`src/rtl/ssyfifo_rd_gearbox_pkg.sv`:
```
// ----------------------------------------------------------------------------
// ssyfifo_rd_gearbox_pkg
// Shared configuration for the pcs25g read-side FIFO gearbox.
//   - Default input word width (GBX_WIDTH) and output slice width
//     (GBX_OUT_WIDTH), plus the default slice counter width.
//   - gbx_ratio(): number of output slices per input word.
//   - gbx_legal(): true when the word width splits into whole slices.
// No ports (package).
// ----------------------------------------------------------------------------
package ssyfifo_rd_gearbox_pkg;

   localparam int GBX_WIDTH     = 192;
   localparam int GBX_OUT_WIDTH = 64;
   localparam int GBX_CNTW      = 2;

   // Slices per word; only meaningful when gbx_legal() holds.
   function automatic int gbx_ratio(input int width, input int out_width);
      return width / out_width;
   endfunction

   // The word must split into an integral number of non-empty slices.
   function automatic bit gbx_legal(input int width, input int out_width);
      return (out_width > 0) && ((width % out_width) == 0);
   endfunction

endpackage

```
`src/rtl/ssyfifo_rd_gearbox_slice_sel.sv`:
```
// ----------------------------------------------------------------------------
// ssyfifo_rd_gearbox_slice_sel (module ssyfifo_gbx_slice_sel)
// Combinational RATIO-way slice multiplexer: picks slice cnt out of the held
// word.
// Optional macro SSYFIFO_RD_GEARBOX_MSB_FIRST_EN:
//   defined   -> slice k = hold[WIDTH-1-k*OUT_WIDTH -: OUT_WIDTH] (MSB first)
//   undefined -> slice k = hold[k*OUT_WIDTH +: OUT_WIDTH]         (LSB first)
// Ports:
//   hold   in  WIDTH      held input word
//   cnt    in  CNTW       slice index
//   slice  out OUT_WIDTH  selected slice (zero for an out-of-range index)
// ----------------------------------------------------------------------------
module ssyfifo_gbx_slice_sel
   import ssyfifo_rd_gearbox_pkg::*;
#(
   parameter int WIDTH     = GBX_WIDTH,
   parameter int OUT_WIDTH = GBX_OUT_WIDTH,
   parameter int RATIO     = gbx_ratio(GBX_WIDTH, GBX_OUT_WIDTH),
   parameter int CNTW      = GBX_CNTW
) (
   input  logic [WIDTH-1:0]     hold,
   input  logic [CNTW-1:0]      cnt,
   output logic [OUT_WIDTH-1:0] slice
);

   logic [OUT_WIDTH-1:0] slices_s [RATIO];
   logic [OUT_WIDTH-1:0] slice_s;

   for (genvar k = 0; k < RATIO; k++) begin : g_slice
`ifdef SSYFIFO_RD_GEARBOX_MSB_FIRST_EN
      assign slices_s[k] = hold[WIDTH-1-k*OUT_WIDTH -: OUT_WIDTH];
`else
      assign slices_s[k] = hold[k*OUT_WIDTH +: OUT_WIDTH];
`endif
   end

   // Index the slice table; the extra compare bit keeps the bound check
   // correct when RATIO == 2**CNTW.
   always_comb begin
      slice_s = '0;
      if ({1'b0, cnt} < (CNTW+1)'(RATIO)) begin
         slice_s = slices_s[cnt];
      end else begin
         slice_s = '0;
      end
   end

   assign slice = slice_s;

endmodule

```
`src/rtl/ssyfifo_rd_gearbox.sv`:
```
// ----------------------------------------------------------------------------
// ssyfifo_rd_gearbox
// Read-side consumer of the pcs25g dual-clock FIFO. Pops WIDTH-bit words via
// the FIFO idle/datavalid handshake and emits each as RATIO consecutive
// OUT_WIDTH-bit slices with downstream backpressure. Zero-bubble: the last
// slice of one word and the pop of the next can happen in the same cycle.
// Optional macro SSYFIFO_RD_GEARBOX_MSB_FIRST_EN: emit the MSB slice first
// (default: LSB slice first). Only out_data ordering changes.
// Ports:
//   clk            in   read clock (FIFO read side)
//   rst_n          in   asynchronous active-low reset
//   in_enable      in   block enable; low deasserts handshakes, holds state
//   in_data        in   WIDTH word from the FIFO
//   in_datavalid   in   FIFO pop strobe; a word is taken every cycle it is 1
//   out_idle       out  ready to the FIFO
//   out_data       out  current OUT_WIDTH slice
//   out_datavalid  out  slice valid
//   out_last       out  final slice of the word
//   in_idle        in   downstream ready
// ----------------------------------------------------------------------------
module ssyfifo_rd_gearbox
   import ssyfifo_rd_gearbox_pkg::*;
#(
   parameter int WIDTH     = GBX_WIDTH,
   parameter int OUT_WIDTH = GBX_OUT_WIDTH,
   parameter int CNTW      = GBX_CNTW
) (
   input  logic                 clk,
   input  logic                 rst_n,
   input  logic                 in_enable,
   input  logic [WIDTH-1:0]     in_data,
   input  logic                 in_datavalid,
   output logic                 out_idle,
   output logic [OUT_WIDTH-1:0] out_data,
   output logic                 out_datavalid,
   output logic                 out_last,
   input  logic                 in_idle
);

   localparam int RATIO = gbx_ratio(WIDTH, OUT_WIDTH);
   localparam logic [CNTW-1:0] LAST_CNT = CNTW'(RATIO - 1);

   if (!gbx_legal(WIDTH, OUT_WIDTH)) begin : g_bad_ratio
      $error("ssyfifo_rd_gearbox: WIDTH must be a multiple of OUT_WIDTH");
   end
   if ((2 ** CNTW) < RATIO) begin : g_bad_cntw
      $error("ssyfifo_rd_gearbox: CNTW too narrow for RATIO");
   end

   logic [WIDTH-1:0] hold_r;
   logic             full_r;
   logic [CNTW-1:0]  cnt_r;

   logic [WIDTH-1:0] hold_nxt_s;
   logic             full_nxt_s;
   logic [CNTW-1:0]  cnt_nxt_s;

   logic             last_s;
   logic             valid_s;
   logic             accept_s;
   logic             consume_s;

   assign last_s    = (cnt_r == LAST_CNT);
   assign valid_s   = in_enable && full_r;
   assign accept_s  = in_enable && in_datavalid;
   assign consume_s = valid_s && in_idle;

   // Ready must not look at in_datavalid: the FIFO derives datavalid from it.
   assign out_idle      = in_enable && (!full_r || (last_s && in_idle));
   assign out_datavalid = valid_s;
   assign out_last      = valid_s && last_s;

   // Next state: a pop always wins (it reloads cnt to 0 and keeps full set),
   // which also covers the zero-bubble last-slice-plus-pop cycle.
   always_comb begin
      hold_nxt_s = hold_r;
      full_nxt_s = full_r;
      cnt_nxt_s  = cnt_r;
      if (accept_s) begin
         hold_nxt_s = in_data;
         full_nxt_s = 1'b1;
         cnt_nxt_s  = '0;
      end else if (consume_s) begin
         if (last_s) begin
            full_nxt_s = 1'b0;
            cnt_nxt_s  = '0;
         end else begin
            cnt_nxt_s  = cnt_r + CNTW'(1);
         end
      end else begin
         hold_nxt_s = hold_r;
         full_nxt_s = full_r;
         cnt_nxt_s  = cnt_r;
      end
   end

   // State registers; reset discards any partially emitted word.
   always_ff @(posedge clk or negedge rst_n) begin
      if (!rst_n) begin
         hold_r <= '0;
         full_r <= 1'b0;
         cnt_r  <= '0;
      end else begin
         hold_r <= hold_nxt_s;
         full_r <= full_nxt_s;
         cnt_r  <= cnt_nxt_s;
      end
   end

   ssyfifo_gbx_slice_sel #(
      .WIDTH     (WIDTH),
      .OUT_WIDTH (OUT_WIDTH),
      .RATIO     (RATIO),
      .CNTW      (CNTW)
   ) u_slice_sel (
      .hold  (hold_r),
      .cnt   (cnt_r),
      .slice (out_data)
   );

endmodule

```
`config.mk`:
```
export PLATFORM = sky130hd
export DESIGN_NAME = ssyfifo_rd_gearbox
export DESIGN_NICKNAME = d
export VERILOG_FILES = /design/src/rtl/ssyfifo_rd_gearbox_pkg.sv /design/src/rtl/ssyfifo_rd_gearbox_slice_sel.sv /design/src/rtl/ssyfifo_rd_gearbox.sv
export SDC_FILE = /design/constraint.sdc
export NUM_CORES = 1
export LEC_CHECK = 0
export ABC_CLOCK_PERIOD_IN_PS = 2300
export CAP_MARGIN = 10
export CORE_MARGIN = 2
export CORE_UTILIZATION = 42
export CTS_CLUSTER_DIAMETER = 200
export DETAILED_ROUTE_END_ITERATION = 10
export PLACE_DENSITY = 0.72
export REMOVE_ABC_BUFFERS = 1
export SYNTH_ARGS = -nofsm -noshare
export SYNTH_HDL_FRONTEND = slang
export SYNTH_SLANG_ARGS = --single-unit
```
`constraint.sdc`:
```
create_clock -name clk -period 2.3 [get_ports clk]
set_input_delay 0.46 -clock clk [delete_from_list [all_inputs] [get_ports clk]]
set_output_delay 0.46 -clock clk [all_outputs]
set_load 0.02 [all_outputs]
```
==> impl_metrics.toml <==
[layout]
fillers = 1717
design_area_mm2 = 0.01342
antenna_cells = 0
drive_gt1_share_pct = 42.04
layout_commonest_cell = "clkdlybuf4s50_1"
nNetsFinal = 1127
utilization_pct = 61.51
final_cell_mix = "clkdlybuf4s50_1 (196), dfrtp_1 (193), mux2_4 (180)"
final_cells = 1222
syn_to_final_growth_pct = 43.36

[routing]
vias = 6117
drt-total-wl_um = 23410
detail-route-antenna-nets = 0
wire_per_inst_um = 19.15
firstDrtPassIters = 4
drc = 0
first_iter_violations = 274
drt-vias-per-instance = 5.006

[setup_path]
crit_required_ps = 1840
cp-start-kind = "flop"
cp_slowest_stage_delay_ps = 500
path_buf_inv = 3
cp-end-kind = "output pin"
cp_cell_sequence = "and2b_4 -> buf_12 -> buf_6 -> nand2_1 -> o21ai_0 -> buf_2"
crit_arrival_ps = 1850
critPathMaxFanout = 5
crit_path_top_delay_cell = "dfrtp_4"
critPathTopFamily = "flip-flops"
path_class = "reg2out"

[synthesis]
yosysWarnings = 0
yosysTopAreaCell = "dfrtp_1"
ys_seq_area_share_pct = 52.11
postSynthAreaPerCell_um2 = 14.75
ys_ff_latch = 195
syn_area_mm2 = 0.009364
ys_types = 17
synth_top_area_share_pct = 52.11
synth_cells = 635
synth_area_leaders = "dfrtp_1 (52%), mux2_4 (29%), mux2i_1 (6.8%)"

[floorplanning]
ioPinCount = 264
start_util_pct = 42.91
die_area_mm2 = 0.02351
rows = 54
dieWidth_um = 153.3
dieHeight_um = 153.3
fp.coreArea_mm2 = 0.02182

[placed_design]
place_congestion = 0.7452
postPlaceCellArea_mm2 = 0.01250
hpwlAfterDp_um = 15380
dp_cells = 1175
port_buffers = 263

[sta]
skew_ps = 9.440
period_needed_ps = 2307
finalHoldViolations = 0
relSlewSlack_pct = 59.56
rsz0062_at_grt = "yes"
finalSetupTns_ps = -7.016
slew_violations = 0
setup_ws_ps = -7.016
setup_viol = 1
fmax_mhz = 433.5
min_period_over_period_pct = 100.3
worst_pin_slew_ps = 606.6

[clock_network]
cts_root_buf = "clkbuf_16"
clk_pin_slew_ps = 80
clockBufferDepth = 2
cts.sinks = 195
ctsHoldBuffers = 0
cts_tree = "yes"
htree_num_levels = 4
clk_latency_ps = 430
cts_buffers = 17

[power]
p_leak_nw = 6.212
power.density_mw_per_mm2 = 768.3
finalPower_mw = 10.31
ir_worst_vdd_v = 0.0005690

[run]
cap_viol_max_count = 0

[global_route]
met1_usage_pct = 27.21
grt.met2_usage_pct = 30.02
grt_busiest_layer = "met2"
grt_pass1_wl_um = 35800
grt_overflow = 0
track_usage_pct = 19.24
grt_pass1_vias = 6419
grt_max_degree = 69
use_met3_pct = 4.650
antenna_found_initial = 0

[outcome]
violations = "negative setup slack"
status = "complete, but fails checks"

[hold_path]
hold_path_class = "in2async"
-- flip-flops by register name (all words and copies together) (netlist names) --
register / cells
cnt_r: 2
hold_r: 192
full_r: 1
-- Yosys cell counts, drive strengths merged --
cell type and number:
dfrtp 195, mux2 193, nand2 67, mux2i 64
o21ai 64, buf 37, clkbuf 6, a22o 2
and2 2, a21boi 1, a21o 1, and2b 1
nand3 1, nor4bb 1
-- what timing repair did --
action / CTS / global route
pin swaps: 1 / 4
resized for setup: 352 / 168
cloned: 1 / 8
setup endpoints to repair: 66 / 65
setup buffers: 1 / 7
-- per-stage QoR --
step           hold slack (ps)  setup slack (ps)
2_1_floorplan            164.4             -5425
3_3_place_gp             488.8            -12.87
3_5_place_dp             490.4            -16.07
4_1_cts                  58.54            -75.02
5_1_grt                  70.04            -101.8
6_report                 39.65            -7.016
-- final cells by class --
type / instances / area, µm² / area share [%]
Clock inverter: 12 / 138.9 / 1.035
Timing Repair Buffer: 319 / 3308 / 24.64
Multi-Input combinational cell: 397 / 4289 / 31.95
Tap cell: 280 / 350.3 / 2.610
Clock buffer: 19 / 452.9 / 3.374
Sequential cell: 195 / 4885 / 36.39
-- path summary, 6_finish.rpt --
check	startpoint	to	slack [ps]	depth (start not counted)
setup reg to reg	cnt_r[0]	full_r	730	6
setup / recovery	cnt_r[0]	out_data[19]	-7	6
hold / removal	rst_n	hold_r[128]	40	1
max in group asynchronous	rst_n	hold_r[96]	1600	2
min in group clk	hold_r[170]	hold_r[170]	510	1
hold reg to reg	hold_r[170]	hold_r[170]	510	1
-- layer usage --
layer / wire length [µm] / part of all wire (%) / up-vias
met5: 0 / 0 / -
met4: 383 / 1.6 / 0
met3: 1237 / 5.3 / 22
met2: 11050 / 47 / 180
met1: 10730 / 46 / 3082
li1: - / - / 2833
-- kinds of logic (layout without fill, tap and decap cells) --
group                  Yosys count  after routing  synth area share (%)
AO/OA/AOI/OAI                   68             68                 3.768
buffers and inverters           43            350                 3.795
flip-flops                     195            195                 52.11
multiplexers                   257            257                 37.27
AND/OR/NAND/NOR                 72             72                 3.060
-- power breakdown --
group / internal (mW) / switching [mW]
Clock: 1.60 / 1.42
Sequential: 3.93 / 0.307
Combinational: 1.78 / 1.28
Note: power is estimated with default switching activity, not from simulation.
